$ cat src/rtl/ip_ram_fifo_dump.sv
// ip_ram_fifo_dump: debug read initiator that walks a window of FIFO RAM over the CPU read port and streams the words out
// Ports:
//   clockCore, resetCore          core clock, asynchronous active-high reset
//   start, startAddress, dumpLength, abort   dump command (address/length sampled with start)
//   cpuReadValid, cpuReadAddress, cpuReadAck, cpuReadData   read request/ack to the FIFO controller
//   dumpValid, dumpReady, dumpData, dumpLast   valid/ready output stream
//   busy, done, timeoutErr, wordsDumped   status
module ip_ram_fifo_dump #(
  parameter int DEPTH = 32,
  parameter int DATAWIDTH = 32,
  parameter int ADDRWIDTH = (DEPTH <= 2) ? 1 : $clog2(DEPTH),
  parameter int TIMEOUT = 16
) (
  input  logic                 clockCore,
  input  logic                 resetCore,
  input  logic                 start,
  input  logic [ADDRWIDTH-1:0] startAddress,
  input  logic [ADDRWIDTH:0]   dumpLength,
  input  logic                 abort,
  output logic                 cpuReadValid,
  output logic [ADDRWIDTH-1:0] cpuReadAddress,
  input  logic                 cpuReadAck,
  input  logic [DATAWIDTH-1:0] cpuReadData,
  output logic                 dumpValid,
  input  logic                 dumpReady,
  output logic [DATAWIDTH-1:0] dumpData,
  output logic                 dumpLast,
  output logic                 busy,
  output logic                 done,
  output logic                 timeoutErr,
  output logic [ADDRWIDTH:0]   wordsDumped
);
  localparam int LENWIDTH = ADDRWIDTH + 1;
  typedef enum logic [2:0] {IDLE, REQ, WAIT, DRAIN, DONE} stateType;
  stateType state, stateNext;
  logic [LENWIDTH-1:0] remaining, lengthClamped;
  logic [ADDRWIDTH-1:0] addressStart;
  logic [7:0] waitCount;
  logic accept, aborting, ackTaken, timedOut, handshake;
  always_comb begin
    lengthClamped = (dumpLength > LENWIDTH'(DEPTH)) ? LENWIDTH'(DEPTH) : dumpLength;
    addressStart = ({1'b0, startAddress} >= LENWIDTH'(DEPTH)) ? '0 : startAddress;
    busy = state == REQ || state == WAIT || state == DRAIN;
    done = state == DONE;
    cpuReadValid = state == REQ;
    // DONE is not busy, so a new dump may be launched in the same cycle as the done pulse
    accept = start && !busy;
    aborting = abort && busy;
    // abort wins over a coincident ack so a discarded word never reaches the stream
    ackTaken = state == REQ && cpuReadAck && !abort;
    timedOut = state == REQ && !cpuReadAck && !abort && waitCount == 8'(TIMEOUT - 1);
    handshake = dumpValid && dumpReady;
    stateNext = state;
    case (state)
      IDLE, DONE: stateNext = accept ? (lengthClamped == '0 ? DONE : REQ) : IDLE;
      REQ:        stateNext = (abort || timedOut) ? DONE : cpuReadAck ? (remaining > LENWIDTH'(1) ? WAIT : DRAIN) : REQ;
      WAIT:       stateNext = abort ? DONE : (!dumpValid || dumpReady) ? REQ : WAIT;
      DRAIN:      stateNext = (abort || handshake) ? DONE : DRAIN;
      default:    stateNext = IDLE;
    endcase
  end
  always_ff @(posedge clockCore or posedge resetCore) begin
    if (resetCore) begin
      state <= IDLE;
      cpuReadAddress <= '0;
      remaining <= '0;
      waitCount <= '0;
      dumpValid <= 1'b0;
      dumpData <= '0;
      dumpLast <= 1'b0;
      timeoutErr <= 1'b0;
      wordsDumped <= '0;
    end else begin
      state <= stateNext;
      // every REQ visit is preceded by a non-REQ cycle, so this clears on REQ entry
      waitCount <= (state == REQ) ? waitCount + 8'd1 : '0;
      if (accept) begin
        cpuReadAddress <= addressStart;
        remaining <= lengthClamped;
        timeoutErr <= 1'b0;
        wordsDumped <= '0;
      end
      if (timedOut) timeoutErr <= 1'b1;
      if (handshake) begin
        dumpValid <= 1'b0;
        dumpLast <= 1'b0;
        wordsDumped <= wordsDumped + 1'b1;
      end
      if (ackTaken) begin
        dumpData <= cpuReadData;
        dumpValid <= 1'b1;
        dumpLast <= remaining == LENWIDTH'(1);
        remaining <= remaining - 1'b1;
        cpuReadAddress <= (cpuReadAddress == ADDRWIDTH'(DEPTH - 1)) ? '0 : cpuReadAddress + 1'b1;
      end
      if (aborting) begin
        dumpValid <= 1'b0;
        dumpLast <= 1'b0;
      end
    end
  end
endmodule

$ cat config.mk
export PLATFORM = sky130hd
export DESIGN_NAME = ip_ram_fifo_dump
export DESIGN_NICKNAME = d
export VERILOG_FILES = /design/src/rtl/ip_ram_fifo_dump.sv
export SDC_FILE = /design/constraint.sdc
export NUM_CORES = 1
export LEC_CHECK = 0
export BUFFER_PORTS_ARGS = -buffer_cell sky130_fd_sc_hd__clkbuf_2
export CORE_MARGIN = 2
export CORE_UTILIZATION = 50
export CTS_CLUSTER_SIZE = 25
export DETAILED_ROUTE_END_ITERATION = 8
export GPL_ROUTABILITY_DRIVEN = 0
export GPL_TIMING_DRIVEN = 0
export PLACE_DENSITY = 0.8
export SLEW_MARGIN = 40
export SYNTH_ARGS = -nofsm -noshare
export SYNTH_HDL_FRONTEND = slang
export SYNTH_SLANG_ARGS = --single-unit
$ cat constraint.sdc
create_clock -name clockCore -period 2.01 [get_ports clockCore]
set_input_delay 0.201 -clock clockCore [delete_from_list [all_inputs] [get_ports clockCore]]
set_output_delay 0.201 -clock clockCore [all_outputs]
set_load 0.005 [all_outputs]
Word-level counts from Yosys, hierarchy flattened
Index checks and enable logic that the tools add are counted.
W data, S select, Z words.
- equal/unequal tests: 7
- add/subtract/negate cells: 4
- muxes and demuxes: 25
- magnitude comparators: 2
- reduce and logical (&&, ||, !) cells: 24
- operators by type and width (kind ; count):
    $mux W6 ; 5
    $mux W3 ; 5
    $mux W5 ; 3
    $pmux W3 S4 ; 1
    $add A8 B1 Y8 const B ; 1
    $eq A8 B4 Y1 const B ; 1
    $logic_and A1 B1 Y1 ; 8
    $mux W1 ; 8
    $mux W8 ; 1
    $add A6 B1 Y6 const B ; 1
    $eq A3 B2 Y1 const B ; 2
    $eq A6 B1 Y1 const B ; 1
    $gt A6 B1 Y1 const B ; 1
    $gt A6 B6 Y1 const B ; 1
    $logic_not A6 Y1 ; 1
    $reduce_bool A2 Y1 ; 3
    $sub A6 B1 Y6 const B ; 1
    $add A5 B1 Y5 const B ; 1
    $eq A5 B5 Y1 const B ; 1
    $logic_or A1 B1 Y1 ; 5
    $logic_not A1 Y1 ; 4
    $mux W2 ; 2
    $eq A3 B1 Y1 const B ; 1
    $eq A3 B3 Y1 const B ; 1
    other kinds (3) ; 3
- bits in registers: 63
- output and inout bits: 49
- word-level logic and storage cells: 71
- input port bits: 49

Longest topological paths before layout
Gate-level depths: netlist (run 1).
- word-level depth: 7
- mapped depth: 7
- depth with buffers taken out: 6

Worst setup path after synthesis (run 1)
No wires, ideal clock.
- path type: reg-to-reg
- from: reg cpuReadAddress[0]
- to: reg cpuReadAddress[2]
- data arrival time: 1540 ps
- slack: 393 ps
- buffers on the path: 0
- library setup time: 76 ps
- cell stages (with the launch flop): 7
- clock period less this slack: 1617 ps
- required time: 1934 ps
- cells stage by stage: dfrtp_1 -> ha_1 -> and3_1 -> ha_1 -> nor4b_4 -> a21oi_1 -> o21ai_1
- longest elaborated chain between the ends: 3
- elaborated cells between the ends (all ways): 4
- those cells by class: add/sub: 1; eq/ne: 1; mux: 2
- RTL lines (what ; RTL line ; text):
    from (decl) ; 21 ; output logic [ADDRWIDTH-1:0] cpuReadAddress,
    from (signal assigned) ; 78 ; cpuReadAddress <= addressStart;
    from (signal assigned) ; 94 ; cpuReadAddress <= (cpuReadAddress == ADDRWIDTH'(DEPTH - 1)) ? '0 : cpuReadAddress + 1'b1;
    $add A5 B1 Y5 / $eq A5 B5 Y1 (equally long branches) ; 94 ;
    $mux W5 (*) ; 94 ;
    $mux W5 (*) ; 89 ; if (ackTaken) begin
Every way passes the cells marked *; elsewhere a longest branch is shown, timed or not.
A chain may end at the register's enable or synchronous reset.

Final worst setup path (run 1)
Same ends and word-level chain as after synthesis.

==> key figures, run 1 <==
Clock tree
  – Clock transition at the registers of the reported paths: 0.07 ns
  – Clk_lat worst skew: 0.33 ns
  – Htree depth: 3
  – CTS root buffer: clkbuf_8
  – TritonCTS clock tree: yes
  – Total CTS buffers: 9
  – Clk buf depth: 2
  – Post-CTS Setup Bufs: 0
  – Clock Sink Count: 63

Floorplanning
  – Io pins: 98
  – Total die area: 0.006352 mm²
  – Die X: 79.70 µm
  – Core Area: 0.005507 mm²
  – Die Y: 79.70 µm
  – Starting density of the core: 52.03%
  – Placement Rows: 27

Global route
  – Global-route wire length before repair: 10920 µm
  – Largest net degree at the start of global routing: 34
  – Grt ovf: 0
  – Initial antenna violation count: 0
  – Vias in the first global route: 2460
  – Gr usage total: 22.17%

Routing
  – Drt total wl: 6534 µm
  – DRT iter0 DRCs: 103
  – # DRC: 0
  – Routed via count: 2556
  – DRT Pass-1 Iters: 4
  – Wire per inst: 13.17 µm
  – Via density: 5.153
  – Post-route ant nets: 0

Synth
  – Avg Cell Area, Syn: 9.243 µm²
  – Post-synthesis sequential area ratio: 55.02%
  – Yosys top cell by area: dfrtp_1
  – Syn Inst Count: 310
  – Dominant synthesized flop cell: dfrtp_1
  – Synthesized area: 0.002865 mm²
  – Top cells by count, synth: nand2_1, dfrtp_1, nor2_1, o21ai_0, inv_1
  – Flop and latch count out of synthesis: 63
  – Ys async rst share: 100.0%
  – Yosys top cell area share: 55.02%
  – Top cells by area, synth: dfrtp_1, nand2_1, ha_1
  – Most common cell in the netlist: nand2_1
  – Synth warn: 0
  – EDFF count, synth: 0
  – Syn nets: 365
  – Netlist cell types: 45

Setup path
  – Worst Setup End Kind: register
  – Critical Path Start Type: register
  – Crit path kind: reg -> reg
  – Worst Path Arrival: 2.07 ns
  – Critical-path maximum fanout: 5
  – R2R depth: 6
  – CP required: 2.26 ns

Finish
  – Layout cells sized above 1: 29.72%
  – Final nets: 474
  – Area Growth Syn to Fin: 29.48%
  – Diodes inserted: 0
  – # fillers: 471
  – Final core utilization: 67.37%
  – Final instance area: 0.003710 mm²

Hold path
  – Worst hold path class: in -> reg
  – Hold path depth: 3

STA
  – Fmax: 548.3 MHz
  – Crit share post-route: 90.74%
  – Clock Skew: 0.009599 ns
  – Final min period: 1.824 ns
  – Slew Viols, Final: 0
  – RSZ-0062 raised after global routing: no
  – # setup viols final: 0
  – Worst slew pin tran: 0.4560 ns
  – Hold violation count in the final report: 0
  – Slew HR: 69.60%

Pwr
  – Peak VDD IR: 0.8888 mV
  – Total power: 4994 µW
  – PD cells: 1346 mW/mm²
  – Leakage power: 0.001975 µW

Placed design
  – Placed instance area: 0.003458 mm²
  – Post-DP HPWL: 4831 µm
  – Port bufs: 96

Job
  – Maxcap violations: 0

Outcome
  – Status: finished, final reports clean
-- metal layers --
metal  track usage, %  wire (µm)
met2            37.31       3263
met4            7.586        155
met1            27.18       2770
met3            6.561        345
met5                0          0
-- power by group --
| part | total, µW | leakage, µW | internal, µW | switching (µW) |
|---|---|---|---|---|
| registers | 2050 | 0.000812 | 1730 | 329 |
| clock network | 1290 | 0.000120 | 822 | 469 |
| logic | 1650 | 0.00104 | 741 | 907 |
| total | 4990 | 0.00198 | 3290 | 1700 |
-- cell families (layout without fill, tap and decap cells) --
| logic type | Yosys count | in the layout | synth area share (%) |
|---|---|---|---|
| flops | 63 | 63 | 55.02 |
| xor+xnor | 8 | 8 | 2.446 |
| compound gates | 47 | 47 | 11.14 |
| fa+ha+maj | 6 | 6 | 2.620 |
| simple gates | 164 | 164 | 24.76 |
| buf+inv | 21 | 135 | 3.668 |
| mux | 1 | 1 | 0.3494 |
-- stage by stage --
step / hold slack, ns / setup WS (ns) / std cells / setup TNS (ns)
after floorplan: 0.3064 / 0.2393 / 310 / 0
after global placement: 0.3896 / -0.4891 / 478 / -30.64
after detailed placement: 0.2149 / 0.1098 / 479 / 0
after CTS: 0.04398 / 0.1035 / 496 / 0
after global routing: 0.03786 / 0.08151 / 496 / 0
final: 0.05736 / 0.1862 / 496 / 0
-- worst max-delay path, cell delays in order, from the launching register on --
cell     delay [ns]
dfrtp_1        0.43
ha_1           0.24
and3_1         0.19
ha_1           0.21
nor4b_4        0.40
a32oi_1        0.16
o21ai_1        0.11
-- cell type report --
class	instances	area, µm²	area share [%]
buffer	11	66.31	1.788
clock buffer	10	127.6	3.440
clock inverter	6	108.9	2.934
inverter	10	41.29	1.113
multi-input combinational	226	1189	32.04
sequential	63	1577	42.50
tap	72	90.09	2.428
timing repair buffer	98	510.5	13.76
-- registers in the layout, summed over array words and instances, names as in the netlist --
signal / flops
dumpLast: 1
cpuReadAddress: 5
wordsDumped: 6
timeoutErr: 1
state: 3
waitCount: 8
dumpValid: 1
dumpData: 32
remaining: 6
-- what timing repair did --
action / CTS / global route
hold endpoints to repair: 30 / 0
hold buffers: 1 / 0
resized for setup: 0 / 1
setup endpoints to repair: 0 / 5
-- layout by cell type (no fill, tap or decap), types with 2 or more instances in the layout --
cell type,netlist,layout
inv_1,9,8
buf_2,5,5
o21ai_0,13,13
a22oi_1,5,5
o31ai_1,2,2
and2_1,7,7
ha_1,6,6
clkbuf_8,0,9
nor3_1,2,2
o21ai_1,2,2
nor2_1,14,14
xor2_1,5,5
clkinv_2,1,3
and3_1,2,2
o21bai_1,3,3
bufinv_16,0,3
a21oi_1,5,5
nor4_1,2,2
xnor2_1,3,3
nand2_1,117,117
clkbuf_2,0,96
o311ai_1,2,2
nand2b_1,4,4
nand3_1,8,8
buf_4,3,3
clkbuf_1,2,3
o211ai_1,2,2
a221o_1,2,2
a21boi_0,2,2
dfrtp_1,63,63
-- worst paths after layout --
check | start | end | slack, ns
max | cpuReadAddress[0] | cpuReadAddress[2] | 0.19
min | cpuReadData[25] | dumpData[25] | 0.06
max reg2reg | cpuReadAddress[0] | cpuReadAddress[2] | 0.19
min reg2reg | waitCount[0] | waitCount[0] | 0.45
max in group asynchronous | resetCore | cpuReadAddress[0] | 1.09
min in group asynchronous | resetCore | dumpData[7] | 0.42
(Power assumes the default switching activity.)
==> inputs of run 2 (changes only) <==
CORE_UTILIZATION = 37   (was 50)
PLACE_DENSITY = unset   (was 0.8)
==> run 2 against run 1 <==
- final area rose by 0.84%
- fmax is 2.2% lower
- largest power group unchanged
- non-clock buffer count unchanged
- die area is 33% higher
- first-iteration DRC count rose by 42%
==> key figures, run 2 (synthesis gave the netlist of run 1 again) <==
Setup path
  – Critical-path maximum fanout: 10
  – Critical Path Max Stage Delay: 0.44 ns
  – Critical Path Start Type: register
  – Crit Reg-Reg Startpoint: state[0]
  – Crit path kind: reg -> reg
  – Worst Setup End Kind: register
  – Most common cell on crit path: o211ai_1
  – Worst path slowest cell: dfrtp_1
  – Worst Path Arrival: 2.07 ns
  – Cell chain of the critical path: or3b_1, clkinv_2, nand2_1, buf_2, o211ai_1, o211ai_1
  – Beginning of the critical path: state[0]
  – CP required: 2.22 ns

Floorplanning
  – Placement Rows: 32
  – Core Area: 0.007607 mm²
  – Total die area: 0.008464 mm²
  – Io pins: 98
  – Starting density of the core: 37.66%
  – Die Y: 92 µm
  – Die X: 92 µm

STA
  – Crit share post-route: 92.75%
  – Worst slew pin tran: 0.4768 ns
  – Setup WS post-layout: 0.1458 ns
  – Hold violation count in the final report: 0
  – Clock Skew: 0.005847 ns
  – Slew HR: 68.15%
  – Final min period: 1.864 ns
  – # setup viols final: 0
  – Fmax: 536.4 MHz
  – RSZ-0062 raised after global routing: no
  – Slew Viols, Final: 0
  – Setup TNS Final: 0 ns

Finish
  – Final nets: 474
  – Finished Layout Cells: 526
  – Max reg flops: 32
  – Largest regs: dumpData (32), waitCount (8)
  – Final core utilization: 49.18%
  – Diodes inserted: 0
  – Most frequent cells in the layout: nand2_1, clkbuf_2, dfrtp_1
  – Multi-input logic area: 0.001189 mm²
  – Layout cells sized above 1: 29.95%
  – # fillers: 750
  – Biggest register: dumpData
  – Commonest non-fill, non-tap cell in the layout: nand2_1
  – Area Growth Syn to Fin: 30.57%
  – Sequential cell area: 0.001577 mm²

Global route
  – Initial antenna violation count: 0
  – Largest net degree at the start of global routing: 38
  – Global-route wire length before repair: 11530 µm
  – Gr usage total: 17.10%
  – Vias in the first global route: 2438
  – Grt ovf: 0

Routing
  – DRT Pass-1 Iters: 4
  – DRT iter0 DRCs: 146
  – # DRC: 0
  – Drt total wl: 6837 µm
  – Wire per inst: 13.00 µm
  – Post-route ant nets: 0
  – Routed via count: 2531
  – Via density: 4.812

Pwr
  – Peak VDD IR: 0.5524 mV
  – Leakage power: 0.001964 µW
  – PD cells: 1326 mW/mm²
  – Total power: 4961 µW

Clock tree
  – Total CTS buffers: 9
  – Clock transition at the registers of the reported paths: 0.08 ns
  – CTS root buffer: clkbuf_8
  – Htree depth: 3
  – Clk buf depth: 2
  – Post-CTS Setup Bufs: 0
  – Clock Sink Count: 63
  – TritonCTS clock tree: yes
  – Clk_lat worst skew: 0.34 ns

Hold path
  – Hold Startpoint: cpuReadData[16]
  – Worst hold path class: in -> reg

Placed design
  – Port bufs: 96
  – Placed Instances: 509
  – Post-DP HPWL: 4995 µm
  – Pre-CTS WS: 0.1337 ns

Job
  – Maxcap violations: 0

Outcome
  – Status: finished, final reports clean
-- run 2: per-stage QoR --
step / hold WS [ns] / area, µm²
5_1_grt: 0.03274 / 3741
6_report: 0.04765 / 3741
3_3_place_gp: 0.3909 / 3473
4_1_cts: 0.03280 / 3736
3_5_place_dp: 0.1962 / 3496
2_1_floorplan: 0.3064 / 2865
-- run 2: worst max-delay path: cells and delay by family (launching register included) --
family,cells,cell delay [ns]
AO/OA/AOI/OAI,2,0.36
flip-flops,1,0.44
buffers and inverters,2,0.36
AND/OR/NAND/NOR,2,0.57
-- run 2: path summary, 6_finish.rpt --
| check | to | slack (ns) | cells after the start |
|---|---|---|---|
| min | dumpData[16] | 0.05 | 3 |
| max reg2reg | remaining[5] | 0.15 | 6 |
| min in group asynchronous | dumpData[8] | 0.38 | 3 |
| max in group asynchronous | wordsDumped[4] | 1.11 | 4 |
| max | remaining[5] | 0.15 | 6 |
| min reg2reg | waitCount[0] | 0.45 | 1 |
-- run 2: routing by layer --
metal / wire, µm / part of all wire (%) / vias to the layer above / GRT usage (%)
met5: 0 / 0 / - / 0
met4: 108 / 1.6 / 0 / 6.343
met3: 254 / 3.7 / 9 / 3.780
met2: 3281 / 48 / 58 / 27.08
met1: 3192 / 47 / 1220 / 23.11
li1: - / - / 1244 / -
-- run 2: cell type report --
class / instances / area share, %
Clock buffer: 10 / 3.679
Clock inverter: 6 / 2.475
Multi-Input combinational cell: 226 / 31.77
Buffer: 11 / 1.773
Timing Repair Buffer: 98 / 13.65
Tap cell: 102 / 3.411
Inverter: 10 / 1.104
Sequential cell: 63 / 42.14
-- run 2: repair_timing --
action                                  4_1_cts  5_1_grt
gates resized for setup                       0        1
endpoints found under the setup margin        0        3
hold endpoints to repair                     26        0
hold buffers                                  1        0
-- run 2: power by group --
group,leakage [µW],switching (µW),internal [µW]
registers,0.000812,318,1720
clock network,0.000109,526,738
logic,0.00104,914,741
